File: src/rtl/ldl_cdc_bus_sched.sv
`default_nettype none
// ============================================================================
// ldl_cdc_bus_sched : round-robin scheduler sharing one toggle-handshake CDC link
// Revision 1.0
// ============================================================================
module ldl_cdc_bus_sched #(
   parameter int N       = 4,
   parameter int WIDTH   = 8,
   parameter int TIMEOUT = 1023,
   localparam int IDW    = (N > 1) ? $clog2(N) : 1
) (
   input  logic                 clk,
   input  logic                 rst_n,
   input  logic [N-1:0]         req_valid,
   input  logic [N*WIDTH-1:0]   req_data,
   output logic [N-1:0]         req_ready,
   output logic [IDW+WIDTH-1:0] link_data,
   output logic                 link_tgl,
   input  logic                 link_ack_tgl,
   output logic                 busy,
   output logic [IDW-1:0]       grant_id,
   output logic                 err_timeout
);

   localparam int              CNTW     = (TIMEOUT > 0) ? $clog2(TIMEOUT + 1) : 1;
   localparam logic [CNTW-1:0] CNT_MAX  = CNTW'(TIMEOUT);
   localparam logic [CNTW-1:0] CNT_LAST = CNTW'(TIMEOUT - 1);

   typedef enum logic [0:0] {S_IDLE = 1'b0, S_WAIT = 1'b1} state_t;

   state_t                 state_q, state_d;
   logic [IDW-1:0]         ptr_q, ptr_d;
   logic                   tgl_q, tgl_d;
   logic [IDW+WIDTH-1:0]   data_q, data_d;
   logic [IDW-1:0]         gid_q, gid_d;
   logic                   busy_q, busy_d;
   logic                   err_q, err_d;
   logic [CNTW-1:0]        cnt_q, cnt_d;

   logic                   link_ready;
   logic                   found;
   logic [IDW-1:0]         winner;
   logic [IDW:0]           idx;
   logic [WIDTH-1:0]       sel_data;

   assign link_ready = (link_ack_tgl == tgl_q);

   // Scan ptr, ptr+1, ... modulo N; first valid requester wins.
   always_comb begin
      found  = 1'b0;
      winner = '0;
      idx    = '0;
      for (int i = 0; i < N; i++) begin
         idx = {1'b0, ptr_q} + (IDW+1)'(i);
         if (idx >= (IDW+1)'(N)) idx = idx - (IDW+1)'(N);
         if (!found && req_valid[idx[IDW-1:0]]) begin
            found  = 1'b1;
            winner = idx[IDW-1:0];
         end
      end
   end

   always_comb begin
      sel_data = '0;
      for (int k = 0; k < N; k++) begin
         if (winner == IDW'(k)) sel_data = req_data[k*WIDTH +: WIDTH];
      end
   end

   always_comb begin
      state_d   = state_q;
      ptr_d     = ptr_q;
      tgl_d     = tgl_q;
      data_d    = data_q;
      gid_d     = gid_q;
      busy_d    = busy_q;
      err_d     = err_q;
      cnt_d     = cnt_q;
      req_ready = '0;
      case (state_q)
         S_IDLE: begin
            // rst_n gating keeps the grant strobe quiet while reset is held.
            if (rst_n && link_ready && found) begin
               req_ready[winner] = 1'b1;
               data_d  = {winner, sel_data};
               tgl_d   = ~tgl_q;
               gid_d   = winner;
               ptr_d   = (winner == IDW'(N - 1)) ? '0 : winner + 1'b1;
               busy_d  = 1'b1;
               cnt_d   = '0;
               state_d = S_WAIT;
            end
         end
         S_WAIT: begin
            if (link_ready) begin
               busy_d  = 1'b0;
               state_d = S_IDLE;
            end else begin
               if (cnt_q != CNT_MAX) cnt_d = cnt_q + 1'b1;
               if ((TIMEOUT != 0) && (cnt_q == CNT_LAST)) err_d = 1'b1;
            end
         end
         default: state_d = S_IDLE;
      endcase
   end

   always_ff @(posedge clk or negedge rst_n) begin
      if (!rst_n) begin
         state_q <= S_IDLE;
         ptr_q   <= '0;
         tgl_q   <= 1'b0;
         data_q  <= '0;
         gid_q   <= '0;
         busy_q  <= 1'b0;
         err_q   <= 1'b0;
         cnt_q   <= '0;
      end else begin
         state_q <= state_d;
         ptr_q   <= ptr_d;
         tgl_q   <= tgl_d;
         data_q  <= data_d;
         gid_q   <= gid_d;
         busy_q  <= busy_d;
         err_q   <= err_d;
         cnt_q   <= cnt_d;
      end
   end

   assign link_data   = data_q;
   assign link_tgl    = tgl_q;
   assign busy        = busy_q;
   assign grant_id    = gid_q;
   assign err_timeout = err_q;

endmodule
`default_nettype wire

File: config.mk
export PLATFORM = sky130hd
export DESIGN_NAME = ldl_cdc_bus_sched
export DESIGN_NICKNAME = d
export VERILOG_FILES = /design/src/rtl/ldl_cdc_bus_sched.sv
export SDC_FILE = /design/constraint.sdc
export NUM_CORES = 1
export LEC_CHECK = 0
export ABC_AREA = 1
export BUFFER_PORTS_ARGS = -buffer_cell sky130_fd_sc_hd__buf_2
export CAP_MARGIN = 40
export CORE_AREA = 4 4 70 72
export DETAILED_ROUTE_END_ITERATION = 16
export DIE_AREA = 0 0 74 76
export PLACE_DENSITY_LB_ADDON = 0.25
export SKIP_CTS_REPAIR_TIMING = 1
export SLEW_MARGIN = 0
export SYNTH_ARGS = -nofsm -noshare
export SYNTH_HDL_FRONTEND = slang
export SYNTH_SLANG_ARGS = --single-unit
File: constraint.sdc
create_clock -name clk -period 8.09 [get_ports clk]
set_clock_uncertainty 0.2 [all_clocks]
set_input_delay 1.618 -clock clk [delete_from_list [all_inputs] [get_ports clk]]
set_output_delay 1.618 -clock clk [all_outputs]
set_load 0.02 [all_outputs]
=== Word-level counts from Yosys, hierarchy flattened ===
Index checks and enable logic that the tools add are counted.

* Bits in registers: 28
* Bits of input ports: 39
* Output and inout port bits: 19
* Word-level logic and storage cells: 93

* Add/sub/neg operators: 9
* Magnitude comparators: 10
* Equality and inequality tests: 10
* Mux-type cells: 39
* Bitwise operators: 3
* Reduce and logical (&&, ||, !) cells: 14

{| class="wikitable"
|+ Operators with widths
! kind !! count
|-
| 8-bit two-way mux || 4
|-
| 10-bit two-way mux || 3
|-
| 10-bit case mux with 2 select lines || 1
|-
| 2-bit two-way mux || 9
|-
| 2-bit by 3-bit < comparator with 1-bit output, second input constant || 5
|-
| 1-bit two-way mux || 13
|-
| 10-bit by 1-bit adder with 10-bit output, second input constant || 1
|-
| 10-bit equality test, second input constant || 1
|-
| 10-bit != test, second input constant || 1
|-
| 3-bit >= comparator, second input constant || 3
|-
| 1-bit binary-select mux with 2-bit select || 4
|-
| 4-bit two-way mux || 2
|-
| 2-bit by 1-bit subtractor with 2-bit output, second input constant || 4
|-
| 2-bit by 2-bit adder with 3-bit output, second input constant || 2
|-
| 1-bit logical AND || 6
|-
| 3-bit AND reduction || 2
|-
| 2-bit equality test, second input constant || 2
|-
| 2-bit by 1-bit != test with 1-bit output, second input constant || 2
|-
| 2-bit != test, second input constant || 2
|-
| 1-bit case mux with 2 select lines || 2
|-
| 2-bit AND reduction || 2
|-
| 2-bit by 1-bit adder with 3-bit output, second input constant || 1
|-
| 2-bit by 3-bit >= comparator with 1-bit output, second input constant || 1
|-
| 1-bit logical NOT || 3
|-
| 7 further kinds || 9
|}

=== Depth between registers and ports, before layout ===
* Depth in word-level cells: 20
* Mapped depth: 18

=== Worst setup path before layout ===
No wires, ideal clock.

* Path kind: in2out
* From: input req_valid[0]
* To: output req_ready[3]
* Arrival: 3306 ps
* Slack: 2966 ps
* Stages on the path: 14
* Buffers on the path: 2
* Cell sequence: inv_1 -> nand2_1 -> nand3_1 -> nand2_2 -> nor2_4 -> nand3_1 -> nand3_1 -> nand2_1 -> inv_1 -> ha_1 -> clkbuf_1 -> clkbuf_1 -> inv_1 -> nor2_1

* Cells in the longest elaborated chain, start to end: 18

{| class="wikitable"
|+ RTL lines
! what !! line !! RTL
|-
| start, declared || 14 || <nowiki>input logic [N-1:0] req_valid,</nowiki>
|-
| 1-bit binary-select mux with 2-bit select || 56 || <nowiki>if (!found && req_valid[idx[IDW-1:0]]) begin</nowiki>
|-
| 1-bit two-way mux (implied by the code) || 56 ||
|-
| 1-bit two-way mux || 56 ||
|-
| 1-bit logical NOT || 56 ||
|-
| 1-bit logical AND || 56 ||
|-
| 1-bit two-way mux || 56 ||
|-
| 1-bit logical NOT || 56 ||
|-
| 1-bit logical AND || 56 ||
|-
| (+3 left out) || -- ||
|-
| 2-bit two-way mux (*) || 56 ||
|-
| via winner[1] || 42 || <nowiki>logic [IDW-1:0] winner;</nowiki>
|-
| 2-bit by 3-bit < comparator with 1-bit output (implied by the code) or 2-bit by 1-bit >= comparator with 1-bit output (tied branches) || 84 || <nowiki>req_ready[winner] = 1'b1;</nowiki>
|-
| 1-bit logical AND (implied by the code) || 84 ||
|-
| 1-bit two-way mux (implied by the code) || 84 ||
|-
| 1-bit demux with 2-bit select (*) || 84 ||
|-
| 4-bit two-way mux (*) || 83 || <nowiki>if (rst_n && link_ready && found) begin</nowiki>
|-
| 4-bit two-way mux (*) || 80 || <nowiki>case (state_q)</nowiki>
|-
| end, declared || 16 || <nowiki>output logic [N-1:0] req_ready,</nowiki>
|}

The timed path passes the listed nets; every way through them passes the cells marked *. The select of a mux whose other input is x is not followed.

=== Final worst setup path ===
* From: input req_valid[1]
* To: output req_ready[2]

The elaborated chain is that of the path after synthesis.

==> impl_metrics.csv <==
group,metric,value,unit
pwr,leakage,1.24,nW
timing,relSlewSlack,61.1,%
logic_synthesis,synth_edf_count,0,
pwr,powerDensity,415,nW/µm²
final_layout,fillCellCount,454,
clock_tree,clk_pin_slew,90,ps
final_layout,antenna_cells,0,
die,dieWidth,74,µm
critical_path,cp-start-kind,"input port",
pwr,ir_drop,206,µV
final_layout,final_nets,374,
critical_path,path_max_fanout,9,
global_routing,globalRoute.totalOverflow,0,
critical_path,crit_path_start,"req_valid[1]",
logic_synthesis,synthTopCellsByArea,"dfrtp_1 34%, nand2_1 23%, o21ai_0 5.8%",
route,viasPerCell,4.93,
logic_synthesis,synthTopCellsByCount,"117 x nand2_1, 26 x dfrtp_1, 23 x inv_1",
final_layout,fin_cells,380,
clock_tree,cts_tree,"done",
pwr,total_power,0.000919,W
logic_synthesis,ys_seq_area_share,34.4,%
timing,maxSlewViolCount,0,
timing,period_needed,5220,ps
logic_synthesis,syn_inst,280,
route,drt_pass1_iterations,4,
route,drt-total-wl,4310,µm
worst_hold_path,hold_start,"err_timeout$_DFFE_PN0P_",
route,drc,0,
logic_synthesis,synth_fp_nets,325,
timing,period_share,64.5,%
timing,setup_viol,0,
timing,finalHoldViolations,0,
global_routing,antenna_found_initial,0,
critical_path,cp-end-kind,"output port",
die,start_util,44.0,%
timing,whs,271,ps
logic_synthesis,synth.most_common_cell,"nand2_1",
route,ant_nets,0,
die,core-area,4290,µm²
critical_path,cp_slowest_stage_delay,340,ps
logic_synthesis,syn_area_per_cell,6.75,µm²
clock_tree,clk_latency,280,ps
critical_path,cp.arrival,3400,ps
timing,fmax,192,MHz
job,maxCapViolCount,0,
global_routing,grt_max_degree,32,
clock_tree,cts_root_buffer,"clkbuf_8",
worst_hold_path,hold_class,"flop to flop",
critical_path,path_delay_family,"simple AND/OR/NAND/NOR gates",
logic_synthesis,yosys.area.top_type_share,34.4,%
status,status,"finished, final reports clean",
logic_synthesis,ys_ff_latch,26,
clock_tree,clock_path_buffers,2,
critical_path,crit_chain,"buf_2, inv_1, nand2_1, nand3_1, nand2_2, nor2_4, nand3_1, nand3_1, nand2_1, inv_1, ha_1, inv_1, nor2_1, buf_2",
logic_synthesis,yosys_warnings,0,
route,drt_iter0_drc,113,
clock_tree,cts_max_level,1,
final_layout,ff_latch_area,651,µm²
timing,setup_tns,0,ps
logic_synthesis,yosysUniqueCellTypes,27,
critical_path,rr_startpoint,"ptr_q[0]$_DFFE_PN0P_",
place,io_buffers,57,
logic_synthesis,syn_area,1890,µm²
die,dieArea,5620,µm²
global_routing,grt_pass1_vias,1804,
route,num_vias,1875,
critical_path,path_buf_inv,5,
critical_path,path_class,"input port to output port",
clock_tree,cts_buffers,3,
clock_tree,cts_sinks,26,
die,num_io_pins,58,
global_routing,grt.total_usage,16.1,%
die,num_rows,24,
place,dpl.hpwl,3270,µm
final_layout,multi_input_area,1050,µm²
timing,rsz0062_at_grt,"no",
place,gp_congestion,0.815,
global_routing,grt_pass1_wl,7510,µm
logic_synthesis,synth_largest_area_cell,"dfrtp_1",
route,wl_per_cell,11.3,µm
logic_synthesis,synth_ff_type,"dfrtp_1",
logic_synthesis,async_flop_share,100,%
final_layout,drive_above_1_share,23.2,%
place,dp_cells,376,
die,die_h,76,µm
critical_path,critPathRequiredTime,6270,ps
final_layout,area_delta_synth_final,17.3,%
critical_path,cp_slowest_cell,"ha_1",
timing,tightest_slew,584,ps
## power by group
group	switching, W	internal (W)
combinational	0.000408	0.000201
clock	0.0000422	0.0000663
sequential	0.0000318	0.000169
total	0.000482	0.000436
## stage by stage
step                setup WS [ps]  area, µm²  utilization (%)
finish                       2870       2220             51.6
global route                 2600       2220             51.6
CTS                          2870       2220             51.6
detailed placement           2880       2140             49.9
global placement             2960       2140             49.9
floorplan                    2970       1890                -
## final timing paths
kind	slack, ps	depth (start not counted)	endpoint
worst min register to register	270	1	err_timeout$_DFFE_PN0P_
worst max-delay path	2870	14	req_ready[2]
worst min-delay path	270	1	err_timeout$_DFFE_PN0P_
max in group asynchronous	6170	1	ptr_q[1]$_DFFE_PN0P_
worst max register to register	4900	17	link_data[3]$_DFFE_PN0P_
min in group asynchronous	1130	1	cnt_q[6]$_DFFE_PN0P_
## cell type report
class                           count  share of cell area, %
Timing Repair Buffer               57                   12.9
Clock inverter                      1                   1.36
Clock buffer                        3                   1.86
Tap cell                           52                   2.94
Multi-Input combinational cell    216                   47.4
Inverter                           25                   4.23
Sequential cell                    26                   29.4
## logic make-up (layout without fill, tap and decap cells)
group	Yosys count	in the layout	synth area share, %
AND/OR/NAND/NOR	170	170	39.1
buffers and inverters	38	86	10.0
AO/OA/AOI/OAI	36	36	10.7
flip-flops	26	26	34.4
adder cells (fa/ha/maj)	6	6	3.97
XOR/XNOR	4	4	1.85
## sequential cells by signal, summed over array words and instances, names as in the netlist
| signal | count |
|---|---|
| err_timeout | 1 |
| ptr_q | 2 |
| busy | 1 |
| link_data | 10 |
| link_tgl | 1 |
| cnt_q | 10 |
| state_q | 1 |
## layout by cell type, fill, tap and decap left out, drive strengths merged
cell and count:
nor2 17, o21ai 23, nand4 1, a21oi 10
nand3 23, clkbuf 3, nor3 4, inv 25
a31o 2, nand2 123, ha 6, a211oi 1
buf 57, dfrtp 26, nor3b 2, xor2 3
xnor2 1, bufinv 1
## metal layers
metal | global-route usage, % | up-vias | part of all wire (%)
li1 | - | 973 | -
met1 | 20.9 | 848 | 44
met2 | 27.3 | 50 | 49
met3 | 4.22 | 4 | 6.6
met4 | 1.63 | 0 | 0.39
met5 | 0 | - | 0
Power figures use the tool's default switching activity.
